--- src/rtl/dkong_dma_pkg.sv ---
// Shared types and constants for the sprite-copy DMA block.
package dkong_dma_pkg;

  localparam int unsigned ADDR_W = 16;
  localparam int unsigned DATA_W = 8;
  localparam int unsigned IDX_W  = 4;
  localparam int unsigned LEN_W  = 14;

  // CPU register indices (A[3:0])
  localparam logic [IDX_W-1:0] IDX_CH0_ADDR = IDX_W'(0);
  localparam logic [IDX_W-1:0] IDX_CH0_CNT  = IDX_W'(1);
  localparam logic [IDX_W-1:0] IDX_CH1_ADDR = IDX_W'(2);
  localparam logic [IDX_W-1:0] IDX_CH1_CNT  = IDX_W'(3);
  localparam logic [IDX_W-1:0] IDX_MODE     = IDX_W'(8);

  // Mode register bit positions
  localparam int unsigned MODE_EN_BIT     = 0;
  localparam int unsigned MODE_TCSTOP_BIT = 6;

  typedef enum logic [2:0] {
    ST_IDLE,
    ST_REQ,
    ST_RD,
    ST_WR,
    ST_NXT
  } state_e;

  // Replace the low or high byte of a 16-bit register
  function automatic logic [ADDR_W-1:0] load_byte(input logic [ADDR_W-1:0] cur,
                                                  input logic              hi,
                                                  input logic [DATA_W-1:0] d);
    logic [ADDR_W-1:0] r;
    r = cur;
    if (hi) r[ADDR_W-1:DATA_W] = d;
    else    r[DATA_W-1:0]      = d;
    return r;
  endfunction

endpackage

--- src/rtl/dkong_dma_regs.sv ---
// CPU-programmed register file with write-edge detect and shared byte flip-flop.
module dkong_dma_regs
  import dkong_dma_pkg::*;
(
  input  logic              clk_i,
  input  logic              rst_ni,
  input  logic              cs_ni,
  input  logic              wr_ni,
  input  logic [IDX_W-1:0]  ab_i,
  input  logic [DATA_W-1:0] db_i,
  input  logic              mode_clr_i,
  output logic [ADDR_W-1:0] src_o,
  output logic [ADDR_W-1:0] cnt_o,
  output logic [ADDR_W-1:0] dst_o,
  output logic [DATA_W-1:0] mode_o
);

  logic              sel_q;
  logic              byte_q;
  logic [ADDR_W-1:0] src_q;
  logic [ADDR_W-1:0] cnt0_q;
  logic [ADDR_W-1:0] dst_q;
  logic [ADDR_W-1:0] cnt1_q;
  logic [DATA_W-1:0] mode_q;
  logic              sel_now;
  logic              wr_stb;
  logic              unused_cnt1;

  assign sel_now     = cs_ni | wr_ni;
  assign wr_stb      = sel_q & ~sel_now;
  assign unused_cnt1 = ^cnt1_q;

  // Take one register write per falling edge of the combined select/strobe
  always_ff @(posedge clk_i or negedge rst_ni) begin
    if (!rst_ni) begin
      sel_q  <= 1'b1;
      byte_q <= 1'b0;
      src_q  <= '0;
      cnt0_q <= '0;
      dst_q  <= '0;
      cnt1_q <= '0;
      mode_q <= '0;
    end else begin
      sel_q <= sel_now;
      if (mode_clr_i) mode_q[MODE_EN_BIT] <= 1'b0;
      if (wr_stb) begin
        case (ab_i)
          IDX_CH0_ADDR: begin src_q  <= load_byte(src_q,  byte_q, db_i); byte_q <= ~byte_q; end
          IDX_CH0_CNT:  begin cnt0_q <= load_byte(cnt0_q, byte_q, db_i); byte_q <= ~byte_q; end
          IDX_CH1_ADDR: begin dst_q  <= load_byte(dst_q,  byte_q, db_i); byte_q <= ~byte_q; end
          IDX_CH1_CNT:  begin cnt1_q <= load_byte(cnt1_q, byte_q, db_i); byte_q <= ~byte_q; end
          IDX_MODE:     begin mode_q <= db_i; byte_q <= 1'b0; end
          default: ;
        endcase
      end
    end
  end

  assign src_o  = src_q;
  assign cnt_o  = cnt0_q;
  assign dst_o  = dst_q;
  assign mode_o = mode_q;

endmodule

--- src/rtl/dkong_dma.sv ---
// Sprite-copy DMA: requests the Z80 bus and copies ch0 -> ch1 byte by byte.
module dkong_dma
  import dkong_dma_pkg::*;
(
  input  logic              I_CLK24M,
  input  logic              I_RESET_n,
  input  logic              I_CLK_EN_P,
  input  logic              I_DMA_CS_n,
  input  logic [IDX_W-1:0]  I_AB,
  input  logic [DATA_W-1:0] I_DB,
  input  logic              I_WR_n,
  input  logic              I_DRQ,
  input  logic              I_BUSAK_n,
  input  logic [DATA_W-1:0] I_MDB,
  output logic              O_BUSRQ_n,
  output logic [ADDR_W-1:0] O_MA,
  output logic [DATA_W-1:0] O_MDB,
  output logic              O_MRD_n,
  output logic              O_MWR_n,
  output logic              O_TC,
  output logic              O_BUSY
);

  logic [ADDR_W-1:0] prog_src;
  logic [ADDR_W-1:0] prog_cnt;
  logic [ADDR_W-1:0] prog_dst;
  logic [DATA_W-1:0] prog_mode;
  logic              mode_clr;
  logic              unused_prog;

  state_e            state_q;
  logic              drq_q;
  logic [ADDR_W-1:0] src_q;
  logic [ADDR_W-1:0] dst_q;
  logic [LEN_W-1:0]  cnt_q;
  logic              busrq_n_q;
  logic              busy_q;
  logic [ADDR_W-1:0] ma_q;
  logic [DATA_W-1:0] mdb_q;
  logic              mrd_n_q;
  logic              mwr_n_q;
  logic              tc_q;

  dkong_dma_regs u_regs (
    .clk_i      (I_CLK24M),
    .rst_ni     (I_RESET_n),
    .cs_ni      (I_DMA_CS_n),
    .wr_ni      (I_WR_n),
    .ab_i       (I_AB),
    .db_i       (I_DB),
    .mode_clr_i (mode_clr),
    .src_o      (prog_src),
    .cnt_o      (prog_cnt),
    .dst_o      (prog_dst),
    .mode_o     (prog_mode)
  );

  // Terminal count with TC-stop set disarms the channel as the block returns to idle
  assign mode_clr = I_CLK_EN_P && (state_q == ST_NXT) && (cnt_q == '0)
                    && prog_mode[MODE_TCSTOP_BIT];

  // Count bits above the transfer length and spare mode bits are stored but have no effect
  assign unused_prog = ^{prog_cnt[ADDR_W-1:LEN_W], prog_mode};

  // Transfer state machine; strobes, address and data are registered per enable period
  always_ff @(posedge I_CLK24M or negedge I_RESET_n) begin
    if (!I_RESET_n) begin
      state_q   <= ST_IDLE;
      drq_q     <= 1'b0;
      src_q     <= '0;
      dst_q     <= '0;
      cnt_q     <= '0;
      busrq_n_q <= 1'b1;
      busy_q    <= 1'b0;
      ma_q      <= '0;
      mdb_q     <= '0;
      mrd_n_q   <= 1'b1;
      mwr_n_q   <= 1'b1;
      tc_q      <= 1'b0;
    end else if (I_CLK_EN_P) begin
      drq_q   <= I_DRQ;
      ma_q    <= '0;
      mdb_q   <= '0;
      mrd_n_q <= 1'b1;
      mwr_n_q <= 1'b1;
      tc_q    <= 1'b0;
      unique case (state_q)
        ST_IDLE: begin
          if (I_DRQ && !drq_q && prog_mode[MODE_EN_BIT]) begin
            state_q   <= ST_REQ;
            busrq_n_q <= 1'b0;
            busy_q    <= 1'b1;
          end
        end
        ST_REQ: begin
          if (!I_BUSAK_n) begin
            state_q <= ST_RD;
            src_q   <= prog_src;
            dst_q   <= prog_dst;
            cnt_q   <= prog_cnt[LEN_W-1:0];
            ma_q    <= prog_src;
            mrd_n_q <= 1'b0;
          end
        end
        ST_RD: begin
          state_q <= ST_WR;
          ma_q    <= dst_q;
          mdb_q   <= I_MDB;
          mwr_n_q <= 1'b0;
        end
        ST_WR: begin
          state_q <= ST_NXT;
          tc_q    <= (cnt_q == '0);
        end
        ST_NXT: begin
          src_q <= src_q + ADDR_W'(1);
          dst_q <= dst_q + ADDR_W'(1);
          if (cnt_q == '0) begin
            state_q   <= ST_IDLE;
            busrq_n_q <= 1'b1;
            busy_q    <= 1'b0;
          end else begin
            state_q <= ST_RD;
            cnt_q   <= cnt_q - LEN_W'(1);
            ma_q    <= src_q + ADDR_W'(1);
            mrd_n_q <= 1'b0;
          end
        end
        default: state_q <= ST_IDLE;
      endcase
    end
  end

  assign O_BUSRQ_n = busrq_n_q;
  assign O_BUSY    = busy_q;
  assign O_MA      = ma_q;
  assign O_MDB     = mdb_q;
  assign O_MRD_n   = mrd_n_q;
  assign O_MWR_n   = mwr_n_q;
  assign O_TC      = tc_q;

endmodule

--- config.mk ---
export PLATFORM = sky130hd
export DESIGN_NAME = dkong_dma
export DESIGN_NICKNAME = d
export VERILOG_FILES = /design/src/rtl/dkong_dma_pkg.sv /design/src/rtl/dkong_dma_regs.sv /design/src/rtl/dkong_dma.sv
export SDC_FILE = /design/constraint.sdc
export NUM_CORES = 1
export LEC_CHECK = 0
export BUFFER_PORTS_ARGS = -buffer_cell sky130_fd_sc_hd__buf_2
export CAP_MARGIN = 30
export CELL_PAD_IN_SITES_DETAIL_PLACEMENT = 2
export CELL_PAD_IN_SITES_GLOBAL_PLACEMENT = 2
export CORE_ASPECT_RATIO = 1.4
export CORE_MARGIN = 1.5
export CORE_UTILIZATION = 41
export DETAILED_ROUTE_END_ITERATION = 12
export GPL_TIMING_DRIVEN = 0
export MAX_ROUTING_LAYER = met4
export PLACE_DENSITY = 0.94
export SYNTH_ARGS = -nofsm -noshare
export SYNTH_HDL_FRONTEND = slang
export SYNTH_SLANG_ARGS = --single-unit
--- constraint.sdc ---
create_clock -name I_CLK24M -period 5.7 [get_ports I_CLK24M]
set_input_delay 0.57 -clock I_CLK24M [delete_from_list [all_inputs] [get_ports I_CLK24M]]
set_output_delay 0.57 -clock I_CLK24M [all_outputs]
set_load 0.1 [all_outputs]
==> run metrics <==
count of boundary I/O pins=56; post-synthesis net count=703; worst slew margin relative to its limit=29.2%; die width=110 microns; slowest stage cell, crit path=sky130_fd_sc_hd__nor4_4; RR Startpoint=cnt_q[0]$_DFFE_PN0P_; post-synth cell types=63; maximum root-to-sink buffer count=2; share of the cycle needed by the critical path after routing=57.8%; family with the most delay on the worst path=simple AND/OR/NAND/NOR gates; fin util=49.5%; r2r setup slk=2410 ps; DRC violation count after routing=0; sum of negative setup slack=0 ps; delay contributed by the slowest stage of the critical path=710 ps; starting density of the core=42.0%; critical path fanouts, max=9; startpoint type of the worst setup path=register; Peak Freq=0.304 GHz; leakage power figure=3.27 nW; fillers=1649; type of the worst setup path=register to register; Routed Antenna Nets=0; async set or reset register ratio after synthesis=100%; post-placement cell area=7110 sq um; WL/cell=32.0 microns; Critical Path Sink Type=register; average cell area after synthesis=9.75 sq um; commonest register cell after synthesis=sky130_fd_sc_hd__dfrtp_1; final wirelength=30.6 mm; cell count after synthesis=672; number of warnings issued by yosys=0; post_cts resized=0; Min Clock Period, post-route=3290 ps; Worst-Skew Late Latency=440 ps; final count of pins violating max slew=0; number of enable-type register cells in the synthesized netlist=0; area fraction of the dominant cell type after synthesis=47.7%; count of hold buffers inserted by post-cts repair=0; clock edge transition at the registers on the reported setup and hold paths=60 ps; number of violations of the max-capacitance limit=0; Seq cells post-synth=129; drt via density=6.88; register cell area after layout=3230 sq um; number of setup violations in the final report=0; largest area contributor in the synthesized netlist=sky130_fd_sc_hd__dfrtp_1; number of DRC markers in iteration 0=486; sequential share of the synthesized area=49.4%; length of the first detailed-routing pass in iterations=5; library cell used as clock root buffer=sky130_fd_sc_hd__clkbuf_16; pin count of the biggest net entering global routing=80; Data required, critical path=6000 ps; fraction of final layout cells sized beyond drive strength 1=20.4%; Chip Height=153 microns; standard-cell row count=54; CTS HTree Levels=4; Die Footprint=16800 sq um; total power after layout=3.13 mW; Syn Std Cell Area=6550 sq um; Final Hold Fails=0; Worst Tran Pin Value=1060 ps; vias in the first global route=7536; area inside the core boundary=15600 sq um; IO buf count=53; area of the multi-input gates=3010 sq um; arrival time of data at the critical path endpoint=3590 ps; RSZ-0062 raised after global routing=false; CTS tree=built; worst clock skew on the final layout=12.7 ps; ordered cell list for the critical path=inv_1, ha_1, or3b_2, nor4_4, nor2_1, o22ai_1, nor3_1; clock buffers created by TritonCTS=17; fin nets=778; buffers plus inverters on the worst setup path=1; final weighted congestion in routability-driven placement=0.941; start point of the critical path=cnt_q[0]$_DFFE_PN0P_; peak ir drop on the vdd network=276 uV; detailed placement HPWL=19.0 mm; signed area change from the synthesized netlist to the final layout=17.9%; total power per unit cell area=406 nW/um^2; first-pass GRT wire length=46.7 mm; most area-consuming cells after synthesis=sky130_fd_sc_hd__dfrtp_1 48%, sky130_fd_sc_hd__mux2_2 7.7%, sky130_fd_sc_hd__o21ai_0 4.8%, sky130_fd_sc_hd__nand3_1 3.1%, sky130_fd_sc_hd__a21oi_1 3.1%; total routing usage reported by global routing=39.3%; number of standard cells in the final layout excluding fillers=957; antenna violations before repair=1; Congestion Overflow GR=0; number of setup buffers added after CTS=0; # clock sinks=129; total number of vias=6580; result of the run=finished, final reports clean; min-delay worst type=input port to async pin; Post-Layout Inst Area=7720 sq um; Placed Instances=924
-- layout make-up --
class	instances	area share (%)
tap	196	3.18
multi-input combinational	463	38.9
buffer	45	2.32
clock inverter	13	2.07
antenna	1	0.0324
inverter	35	1.70
sequential	129	41.9
timing repair buffer	56	4.03
clock buffer	19	5.86
-- metal layers --
layer  wire length, microns  track usage (%)
met5                      0                -
met3                   2070             9.79
met4                   2250             29.3
met1                  10800             39.9
met2                  15500             63.6
-- cell usage after synthesis, drive strengths merged (11+ instances only) --
cell    count
dfrtp     125
a22oi      25
nand2      46
clkbuf     40
nor2       36
inv        35
xnor2      11
nand3      41
mux2       45
o22ai      19
o21ai      69
a21oi      40
nor3       14
-- cells in the final DEF (no fill, tap or decap), drive strengths merged, types with 36 or more instances in the layout --
| cell | instances |
|---|---|
| nand3 | 41 |
| nor2 | 36 |
| mux2 | 45 |
| buf | 61 |
| nand2 | 46 |
| clkbuf | 59 |
| dfrtp | 125 |
| inv | 36 |
| o21ai | 69 |
| a21oi | 40 |
-- worst paths after layout --
check	endpoint	cells past startpoint
min	u_regs.cnt_o[8]$_DFFE_PN0P_	1
min in group I_CLK24M	O_MDB[4]$_DFFE_PN0P_	3
max	O_MA[15]$_DFFE_PN0P_	7
max in group asynchronous	O_MWR_n$_DFFE_PN1P_	2
min reg2reg	O_BUSRQ_n$_DFFE_PN1P_	2
max reg2reg	O_MA[15]$_DFFE_PN0P_	7
-- per-stage QoR --
step	setup WS, ps	hold WS, ps
global placement	2290	462
floorplan	3420	274
finish	2410	80.8
global route	2430	116
CTS	2560	101
detailed placement	2680	469
-- where the power goes --
group          switching [mW]  internal [mW]
Combinational           0.368          0.231
Sequential              0.272           1.10
Clock                   0.456          0.711
-- kinds of logic after synthesis --
family	synth area share, %
fa+ha+maj	0.764
flops	49.4
xor+xnor	1.87
compound gates	19.9
mux	7.73
buf+inv	4.74
simple gates	15.6
-- sequential cells by signal, summed over array words and instances (netlist names) --
name	count
O_BUSRQ_n	1
O_BUSY	1
O_MA	16
O_MDB	8
O_MRD_n	1
O_MWR_n	1
O_TC	1
cnt_q	14
drq_q	1
dst_q	16
src_q	16
state_q	3
u_regs.byte_q	1
u_regs.cnt_o	14
u_regs.dst_o	16
u_regs.mode_o	2
u_regs.sel_q	1
u_regs.src_o	16
Note: power is estimated with default switching activity, not from simulation.
